`config.mk`:
```
export PLATFORM = sky130hd
export DESIGN_NAME = matrix_mac_param
export DESIGN_NICKNAME = d
export VERILOG_FILES = /design/src/rtl/matrix_mac_pkg.sv /design/src/rtl/mac_lane.sv /design/src/rtl/matrix_mac_param.sv
export SDC_FILE = /design/constraint.sdc
export NUM_CORES = 2
export LEC_CHECK = 0
export BUFFER_PORTS_ARGS = -buffer_cell sky130_fd_sc_hd__buf_2
export CAP_MARGIN = 15
export CORE_MARGIN = 4
export CORE_UTILIZATION = 40
export DETAILED_ROUTE_END_ITERATION = 8
export GPL_TIMING_DRIVEN = 0
export REMOVE_ABC_BUFFERS = 1
export SLEW_MARGIN = 20
export SYNTH_ARGS = -nofsm -noshare
export SYNTH_HDL_FRONTEND = slang
export SYNTH_SLANG_ARGS = --single-unit
```
`constraint.sdc`:
```
create_clock -name clk -period 33 [get_ports clk]
set_clock_uncertainty 0.15 [all_clocks]
set_input_delay 6.6 -clock clk [delete_from_list [all_inputs] [get_ports clk]]
set_output_delay 6.6 -clock clk [all_outputs]
set_load 0.005 [all_outputs]
```
`src/rtl/matrix_mac_pkg.sv`:
```
// Shared types and helpers for the parametrised matrix MAC engine.
// Holds the FSM state enum, packed-bus offset helper and AW range limits.
package matrix_mac_pkg;

  typedef enum logic [1:0] {
    IDLE,
    MAC,
    DONE
  } state_t;

  // Wide enough to express the limits of any practical AW.
  localparam int LIMW = 128;

  // Bit offset of row-major element (i,j) in an n x n bus of w-bit elements.
  function automatic int elem_off(input int i, input int j,
                                  input int n, input int w);
    return (i * n + j) * w;
  endfunction

  function automatic logic signed [LIMW-1:0] smax_lim(input int w);
    logic signed [LIMW-1:0] one;
    one = 1;
    return (one <<< (w - 1)) - one;
  endfunction

  function automatic logic signed [LIMW-1:0] smin_lim(input int w);
    logic signed [LIMW-1:0] one;
    one = 1;
    return -(one <<< (w - 1));
  endfunction

  function automatic logic signed [LIMW-1:0] umax_lim(input int w);
    logic signed [LIMW-1:0] one;
    one = 1;
    return (one <<< w) - one;
  endfunction

endpackage

```
`src/rtl/mac_lane.sv`:
```
// One accumulator lane: acc <= f(acc + a*b) with range check per step.
// Ports: a/b elements, mode_signed, seed/load, step; acc (next value), ovf.
module mac_lane
  import matrix_mac_pkg::*;
#(
  parameter int DW  = 8,
  parameter int AW  = 16,
  parameter int SAT = 0
) (
  input  logic          clk,
  input  logic          rst,
  input  logic [DW-1:0] a,
  input  logic [DW-1:0] b,
  input  logic          mode_signed,
  input  logic [AW-1:0] seed,
  input  logic          load,
  input  logic          step,
  output logic [AW-1:0] acc,
  output logic          ovf
);

  localparam int XW = AW + 1;
  localparam int PW = 2 * DW;

  localparam logic signed [LIMW-1:0] SMAX_W = smax_lim(AW);
  localparam logic signed [LIMW-1:0] SMIN_W = smin_lim(AW);
  localparam logic signed [LIMW-1:0] UMAX_W = umax_lim(AW);
  localparam logic signed [XW-1:0] SMAX = SMAX_W[XW-1:0];
  localparam logic signed [XW-1:0] SMIN = SMIN_W[XW-1:0];
  localparam logic [XW-1:0] UMAX = UMAX_W[XW-1:0];

  logic [AW-1:0] acc_q;
  logic signed [PW-1:0] prod_s;
  logic [PW-1:0] prod_u;
  logic [XW-1:0] prod_x;
  logic [XW-1:0] acc_x;
  logic [XW-1:0] sum;

  // Operands are widened to PW first so the multiply is full precision.
  assign prod_s = $signed({{DW{a[DW-1]}}, a}) * $signed({{DW{b[DW-1]}}, b});
  assign prod_u = {{DW{1'b0}}, a} * {{DW{1'b0}}, b};

  assign prod_x = mode_signed ? {{(XW-PW){prod_s[PW-1]}}, prod_s}
                              : {{(XW-PW){1'b0}}, prod_u};
  assign acc_x  = mode_signed ? {acc_q[AW-1], acc_q} : {1'b0, acc_q};
  assign sum    = acc_x + prod_x;

  // acc carries the post-step value so the top can capture it
  // on the same edge the lane commits its final term.
  always_comb begin
    acc = sum[AW-1:0];
    ovf = 1'b0;
    if (mode_signed) begin
      if ($signed(sum) > SMAX) begin
        ovf = 1'b1;
        if (SAT != 0) acc = SMAX[AW-1:0];
      end else if ($signed(sum) < SMIN) begin
        ovf = 1'b1;
        if (SAT != 0) acc = SMIN[AW-1:0];
      end
    end else if (sum > UMAX) begin
      ovf = 1'b1;
      if (SAT != 0) acc = UMAX[AW-1:0];
    end
  end

  always_ff @(posedge clk or posedge rst) begin
    if (rst) acc_q <= '0;
    else if (load) acc_q <= seed;
    else if (step) acc_q <= acc;
  end

endmodule

```
`src/rtl/matrix_mac_param.sv`:
```
// NxN matrix multiply-accumulate engine: C = A*B or C += A*B.
// Ports: start/busy/done handshake, a_flat/b_flat in, c_flat out, ovf.
module matrix_mac_param
  import matrix_mac_pkg::*;
#(
  parameter int N   = 3,
  parameter int DW  = 8,
  parameter int AW  = 16,
  parameter int SAT = 0
) (
  input  logic              clk,
  input  logic              rst,
  input  logic              start,
  input  logic              mode_signed,
  input  logic              acc_en,
  input  logic [N*N*DW-1:0] a_flat,
  input  logic [N*N*DW-1:0] b_flat,
  output logic [N*N*AW-1:0] c_flat,
  output logic              busy,
  output logic              done,
  output logic              ovf
);

  localparam int KW = $clog2(N);

  state_t state;
  logic [KW-1:0] k;
  logic [N*N*DW-1:0] a_q;
  logic [N*N*DW-1:0] b_q;
  logic sgn_q;
  logic load;
  logic step;
  logic [N*N*AW-1:0] c_nxt;
  logic [N*N-1:0] lane_ovf;

  assign load = (state == IDLE) && start;
  assign step = (state == MAC);

  for (genvar gi = 0; gi < N; gi++) begin : g_row
    for (genvar gj = 0; gj < N; gj++) begin : g_col
      localparam int CO = elem_off(gi, gj, N, AW);
      logic [DW-1:0] a_el;
      logic [DW-1:0] b_el;
      logic [AW-1:0] seed;

      assign a_el = a_q[elem_off(gi, int'(k), N, DW) +: DW];
      assign b_el = b_q[elem_off(int'(k), gj, N, DW) +: DW];
      assign seed = acc_en ? c_flat[CO +: AW] : '0;

      mac_lane #(
        .DW (DW),
        .AW (AW),
        .SAT(SAT)
      ) u_lane (
        .clk        (clk),
        .rst        (rst),
        .a          (a_el),
        .b          (b_el),
        .mode_signed(sgn_q),
        .seed       (seed),
        .load       (load),
        .step       (step),
        .acc        (c_nxt[CO +: AW]),
        .ovf        (lane_ovf[gi*N+gj])
      );
    end
  end

  always_ff @(posedge clk or posedge rst) begin
    if (rst) begin
      state  <= IDLE;
      k      <= '0;
      a_q    <= '0;
      b_q    <= '0;
      sgn_q  <= 1'b0;
      c_flat <= '0;
      busy   <= 1'b0;
      done   <= 1'b0;
      ovf    <= 1'b0;
    end else begin
      unique case (state)
        IDLE: begin
          if (start) begin
            a_q   <= a_flat;
            b_q   <= b_flat;
            sgn_q <= mode_signed;
            ovf   <= 1'b0;
            k     <= '0;
            busy  <= 1'b1;
            state <= MAC;
          end
        end
        MAC: begin
          ovf <= ovf | (|lane_ovf);
          k   <= k + KW'(1);
          if (k == KW'(N - 1)) begin
            c_flat <= c_nxt;
            busy   <= 1'b0;
            done   <= 1'b1;
            k      <= '0;
            state  <= DONE;
          end
        end
        DONE: begin
          done  <= 1'b0;
          state <= IDLE;
        end
        default: state <= IDLE;
      endcase
    end
  end

endmodule

```
After elaboration in Yosys (flattened, before gate mapping):

Cells that the tools add are included.

* register bits: 440
* output and inout bits: 147

* multipliers: 19
* bitwise gates (word level): 1
* eq/ne operators: 5
* reduce and logical (&&, ||, !) cells: 12
* magnitude comparators: 27
* mux-type cells: 94
* add/subtract/negate cells: 14
* shifts and indexed selects: 6

Operators with widths (number)
* 16-bit 2-to-1 mux: 27
* 17-bit by 16-bit > comparator with 1-bit output, second input constant: 18
* 17-bit 2-to-1 mux: 18
* 8-bit by 8-bit multiplier with 16-bit output: 18
* 17-bit adder: 9
* 17-bit by 16-bit less-than comparator with 1-bit output, second input constant: 9
* 72-bit by 8-bit indexed part select with 8-bit output: 2
* 72-bit by 32-bit indexed part select with 8-bit output: 1
* 72-bit by 6-bit indexed part select with 8-bit output: 1
* 72-bit by 7-bit indexed part select with 8-bit output: 1
* 72-bit by 9-bit indexed part select with 8-bit output: 1
* 1-bit 2-to-1 mux: 40
* 29-bit by 2-bit adder with 29-bit output, second input constant: 1
* 2-bit AND reduction: 5
* 9-bit OR reduction: 1
* 2-bit 2-to-1 mux: 4
* 2-bit one-hot mux with 2 select lines: 2
* 1-bit one-hot mux with 2 select lines: 3
* 2-bit nonzero test: 3
* 4-bit by 2-bit adder with 5-bit output, second input constant: 1
* 3-bit by 2-bit adder with 4-bit output, first input constant: 1
* 2-bit equality test, second input constant: 2
* 2-bit by 2-bit multiplier with 4-bit output, second input constant: 1
* 2-bit != test, second input constant: 2
* other kinds (7): 7

Logic depth before layout (Yosys ltp):

* depth after elaboration: 13
* depth in mapped cells: 41
* depth with buffers taken out: 36

By module:

A second synthesis with hierarchy kept.

* cells, all modules: 6884
* area total of the unflattened synthesis: 64620.7 µm²

Modules (own cells, without submodules)
* mac_lane (g_row[0].g_col[0].u_lane ...): sequential area each 400.4 µm², area an instance 5641.7 µm², times used 6, cells an instance 664
* matrix_mac_param: sequential area each 7407.1 µm², area an instance 13787.0 µm², times used 1, cells an instance 926
* mac_lane (g_row[2].g_col[1].u_lane): sequential area each 400.4 µm², area an instance 5708.0 µm², times used 1, cells an instance 664
* mac_lane (g_row[2].g_col[0].u_lane): sequential area each 400.4 µm², area an instance 5675.4 µm², times used 1, cells an instance 661
* mac_lane (g_row[2].g_col[2].u_lane): sequential area each 400.4 µm², area an instance 5600.4 µm², times used 1, cells an instance 649

Least setup slack after synthesis:

OpenSTA, ideal clock, no wires.

* path kind: register -> register
* start: register k[1]
* end: register ovf
* data arrival time: 9.190 ns
* stages on the path, launching flop included: 40
* slack: 23.528 ns
* data required time: 32.718 ns
* library setup time: 0.132 ns
* path buffers: 6
* cells stage by stage: dfrtp_1 clkbuf_1 clkbuf_1 clkbuf_1 inv_1 ha_1 clkbuf_1 buf_1 mux2i_1 a211oi_1 clkbuf_1 nand2_1 fa_1 inv_1 ha_1 inv_1 fa_1 fa_1 [4 not listed] o21bai_1 a21oi_1 nor2b_1 o21a_1 o21ai_0 nand2b_1 a21oi_1 xor2_1 mux2i_1 ha_1 and2_1 a22o_1 a311oi_1 xor2_1 xnor3_1 nand3_1 nor4_1 o31ai_1

* word-level cells in the longest chain between the ends: 13
* elaborated cells between the ends (all ways): 113

Ends and longest elaborated chain
* start, declared: line matrix_mac_param.sv:27 `logic [KW-1:0] k;`
* start signal, assigned: line matrix_mac_param.sv:95 `k <= k + KW'(1);`
* 2-bit by 2-bit multiplier with 4-bit output: line matrix_mac_pkg.sv:17 `return (i * n + j) * w;`
* 29-bit by 2-bit adder with 29-bit output or 4-bit by 2-bit adder with 5-bit output (tied branches): line matrix_mac_pkg.sv:17
* 72-bit by 32-bit indexed part select with 8-bit output or 72-bit by 9-bit indexed part select with 8-bit output (tied branches): line matrix_mac_param.sv:47 `assign b_el = b_q[elem_off(int'(k), gj, N, DW) +: DW];`
* 8-bit by 8-bit multiplier with 16-bit output, on equally long branches: line mac_lane.sv:41, mac_lane.sv:40
* 17-bit 2-to-1 mux: line mac_lane.sv:43 `assign prod_x = mode_signed ? {{(XW-PW){prod_s[PW-1]}}, prod_s}`
* 17-bit adder: line mac_lane.sv:46 `assign sum = acc_x + prod_x;`
* 17-bit by 16-bit less-than comparator with 1-bit output: line mac_lane.sv:57 `end else if ($signed(sum) < SMIN) begin`
* 1-bit 2-to-1 mux: line mac_lane.sv:57
* 1-bit 2-to-1 mux: line mac_lane.sv:54 `if ($signed(sum) > SMAX) begin`
* 1-bit 2-to-1 mux: line mac_lane.sv:53 `if (mode_signed) begin`
* 9-bit OR reduction *: line matrix_mac_param.sv:94 `ovf <= ovf | (|lane_ovf);`
* 1-bit OR *: line matrix_mac_param.sv:94
* 1-bit one-hot mux with 2 select lines *: line matrix_mac_param.sv:81 `unique case (state)`
* end signal, assigned: line matrix_mac_param.sv:94
* end, declared: line matrix_mac_param.sv:21 `output logic ovf`

Mark *: on every way between the ends. The rest lies on a longest branch, timed or not.
A chain may end at the register's enable or synchronous reset.

Worst setup path in the final report:

* start: register k[0]
* end: register ovf

Same word-level chain as after synthesis.

==> summary by stage <==
Status
The flow ran to the end, and the final reports show no timing, DRC or antenna violations.

Logic synthesis
The number of warnings reported in the yosys synthesis log is 0. By area, the combinational part of the netlist is dominated by adder cells. The share of flip-flops with an asynchronous set or reset after synthesis is 1.000. In this run, distinct cell masters in the synthesized netlist total 77. The compound-cell area share of the yosys netlist is 0.1190. Of the total synthesized cell area, the portion taken by full adders, half adders and majority gates is 0.3905. A synthesized cell averages between 8 and 9 µm².

Synthesis produced a netlist whose cell count is between 7,000 and 8,000. In the synthesized netlist the dominant register cell turns out to be sky130_fd_sc_hd__dfrtp_1. The post-synthesis sequential area ratio is 0.1800. The mapped netlist covers roughly 61,000 µm².

The post-synthesis share of cell area spent on and, or, nand and nor gates is 0.1300. The synthesis-stage register bit count is 440. The proportion of synthesized area in mux cells is 0.02224. The area share of xor/xnor cells in the synthesized design is 0.05614.

The number of enable flip-flop cells after synthesis is 0.

STA
The final total negative setup slack is 0 ns. Across all hold checks on the routed design, the worst slack comes to ~0.32 ns. The minimum period implied by the final worst setup slack is around 12 ns. Setup violations remaining at the end of the flow were counted as 0. The worst pin sits at a relative slew slack of 0.2010. The maximum frequency from static timing analysis is between 80 and 90 MHz. Setup repair after global routing left no endpoint under its margin.

The count of final max-slew check failures came to 0. The slew at the pin closest to its max-slew limit is approximately 1.2 ns. Dividing the final minimum period by the clock period gives 0.3500.

The total count of hold-check failures in the final report was 0.

Clock tree
The buffer levels on the longest clock path is 3. The H-tree depth is 2. CTS saw between 400 and 500 sinks. The post-CTS setup-driven buffer insertion count is 0. In this run, CTS created clock tree buffers numbering approximately 60. The buffer type at the clock tree root is sky130_fd_sc_hd__clkbuf_16. The TritonCTS clock tree is built.

The later pin in the worst-skew pair is clocked with a latency of approximately 0.69 ns. In this run, post-CTS hold repair placed 0 buffers. Clock-pin slew was measured on the worst setup and hold paths at 0.06 ns.

The number of gates resized after CTS was 0.

Placed design
The global placer's final weighted congestion is about 0.9. The HPWL after detailed placement is 142,300 µm. Input and output buffers added on the ports amount to ~300.

GRT
The pin count of the biggest net entering global routing is 97. The number of antenna violations at the first check in global routing was 2. The first global-routing pass estimated approximately 280,000 µm of wire. The via count of the first global-routing pass is approximately 50,000. Across every metal layer, demand over resource in global routing totals 0.2249.

The remaining global-route overflow is 0.

Route
The detailed-route vias per instance is around 5.1. The total wire length is 176,800 µm. The post-detailed-route DRC marker count is 0. The post-route antenna net violation count is 0.

The routed layout has 47,920 vias. The pre-antenna-repair detailed-routing pass consisted of 6 iterations. The DRC marker count from the first detailed-route iteration is ~2,700. Dividing the detail-routed wire length by the instance count gives around 19 µm.

Setup path
The worst register-to-register path ends at ovf$_DFFE_PP0P_. On the worst path, the slowest cell contributes a delay of 0.81 ns. The number of cells on the worst reg-to-reg path is 33. Together, buffers and inverters on the worst path number 9.

STA puts the critical path data arrival time at 11.94 ns. At the worst endpoint, the required time is about 33 ns. The maximum fanout encountered on the critical timing path is 32. The cell type of the slowest stage on the worst timing path is sky130_fd_sc_hd__dfrtp_4. The setup path with the least slack is of type flop to flop. The total stage count of the critical path is 33. The launch instance of the worst register-to-register path is k[0]$_DFFE_PP0P_. The kind of capture point of the worst setup path is a flop. The kind of launch point of the worst setup path is a flop. Broken down by cell family, the worst path's largest delay share belongs to compound AO/OA/AOI/OAI gates.

The setup check on the worst reg-to-reg path leaves a slack of around 21 ns.

Finish
The fraction of final layout cells sized beyond drive strength 1 is 0.08690. The signed area change from the synthesized netlist to the final layout is 11.47%. The net count of the finished layout is just under 9,000.

Min path
The worst hold path passes through 2 cells. The worst hold path begins at b_q[32]$_DFFE_PP0P_. The worst hold path terminates at b_q[32]$_DFFE_PP0P_. The worst hold path belongs to the class flop to flop.

Run
Max-cap violations in this run came to 0.

Floorplanning
The area of the die is roughly 160,000 µm². The initial standard-cell utilization of the core is 0.4026. From bottom edge to top edge, the die measures 399.0 µm. The die outline width is ~400 µm. After floorplanning, the core was divided into between 100 and 150 placement rows.

The placeable core region is roughly 150,000 µm². The count of pins on the block boundary is 296.
flip-flops by register name, indices dropped and copies added, names as in the netlist:
name / count
g_row.g_col.u_lane.acc_q: 144
ovf: 1
done: 1
a_q: 72
busy: 1
c_flat: 144
sgn_q: 1
state: 2
b_q: 72
k: 2
cells in the mapped netlist, drive strengths merged (54+ instances only):
library cell,instances,area share
nand2,1020,0.063
o21a,71,0.0087
a21oi,285,0.023
fa,774,0.25
o21bai,87,0.011
nor2,666,0.041
mux2i,65,0.011
nand2b,54,0.0055
clkbuf,266,0.016
inv,1371,0.084
a21o,68,0.0083
a31oi,100,0.010
xor2,119,0.017
dfrtp,440,0.18
mux2,59,0.011
xnor2,247,0.035
o21ai,426,0.035
ha,670,0.14
metal layers:
| metal | GRT usage | up-vias | routed length (µm) |
|---|---|---|---|
| li1 | - | 22930 | - |
| met1 | 0.3034 | 23710 | 78320 |
| met2 | 0.3732 | 1066 | 82100 |
| met3 | 0.03948 | 216 | 11120 |
| met4 | 0.06124 | 0 | 5275 |
| met5 | 0 | - | 0 |
area by class of cell:
| class | count | area (µm²) |
|---|---|---|
| fillers | 14900 | 83740 |
| multi-input cells | 5100 | 44300 |
| flip-flops and latches | 440 | 11020 |
| inverters | 1372 | 5160 |
| repair buffers | 365 | 2954 |
| well taps | 2030 | 2540 |
| clock buffers | 75 | 1638 |
| clock inverters | 36 | 545.5 |
| diodes | 1 | 2.502 |
cells by family (layout without fill, tap and decap cells):
family	count (synthesis)	count (layout)
adders and majority gates	1444	1444
and+or+nand+nor	1956	1956
AOI/OAI and AO/OA	1198	1198
DFF	440	440
other	0	1
buffers and inverters	1663	1848
muxes	126	126
xor gates and xnor gates	376	376
worst max path at each step:
stage / startpoint / endpoint / slack (ns)
detailed placement: k[0]$_DFFE_PP0P_ / ovf$_DFFE_PP0P_ / 21.24
global route: k[0]$_DFFE_PP0P_ / ovf$_DFFE_PP0P_ / 20.91
finish: k[0]$_DFFE_PP0P_ / ovf$_DFFE_PP0P_ / 21.45
global placement: rst / c_flat[101]$_DFFE_PP0P_ / 7.80
CTS: k[0]$_DFFE_PP0P_ / ovf$_DFFE_PP0P_ / 21.18
floorplan: rst / a_q[0]$_DFFE_PP0P_ / 13.99
metrics by stage:
step,instance area (µm²),utilization,worst slack (ns),instances
final,68170,0.4487,21.45,9419
after global routing,68160,0.4487,20.91,9418
after global placement,64080,0.4218,7.797,9237
after floorplan,60060,-,13.99,6912
after CTS,68160,0.4487,21.18,9418
after detailed placement,65980,0.4343,21.24,9307
worst reg2reg max path: cells and delay by family (launching register included):
family	cells	cell delay (ns)
adders and majority gates	6	2.67
DFF	1	0.81
xor gates and xnor gates	3	1.30
buffers and inverters	9	2.34
and+or+nand+nor	6	1.42
AOI/OAI and AO/OA	9	2.74
cells in the final DEF (no fill, tap or decap), types with 36 or more instances in the layout:
master | netlist | layout
sky130_fd_sc_hd__buf_2 | 0 | 294
sky130_fd_sc_hd__fa_1 | 774 | 774
sky130_fd_sc_hd__ha_1 | 670 | 669
sky130_fd_sc_hd__o21ai_0 | 406 | 393
sky130_fd_sc_hd__nor2b_1 | 36 | 36
sky130_fd_sc_hd__xor2_1 | 119 | 119
sky130_fd_sc_hd__o21bai_1 | 87 | 87
sky130_fd_sc_hd__xnor2_1 | 247 | 247
sky130_fd_sc_hd__a21oi_1 | 283 | 276
sky130_fd_sc_hd__dfrtp_1 | 440 | 436
sky130_fd_sc_hd__nand2_1 | 1020 | 1018
sky130_fd_sc_hd__a21o_1 | 68 | 68
sky130_fd_sc_hd__clkbuf_16 | 0 | 60
sky130_fd_sc_hd__nand3_1 | 43 | 43
sky130_fd_sc_hd__mux2i_1 | 65 | 65
sky130_fd_sc_hd__nor3_1 | 42 | 42
sky130_fd_sc_hd__mux2_2 | 59 | 59
sky130_fd_sc_hd__o21a_1 | 71 | 66
sky130_fd_sc_hd__inv_1 | 1370 | 1367
sky130_fd_sc_hd__nand2b_1 | 54 | 52
sky130_fd_sc_hd__a31oi_1 | 99 | 99
sky130_fd_sc_hd__nor2_1 | 666 | 664
Power is not shown: default switching activity piles up to over one toggle a cycle in this logic, so the estimate is an artifact.
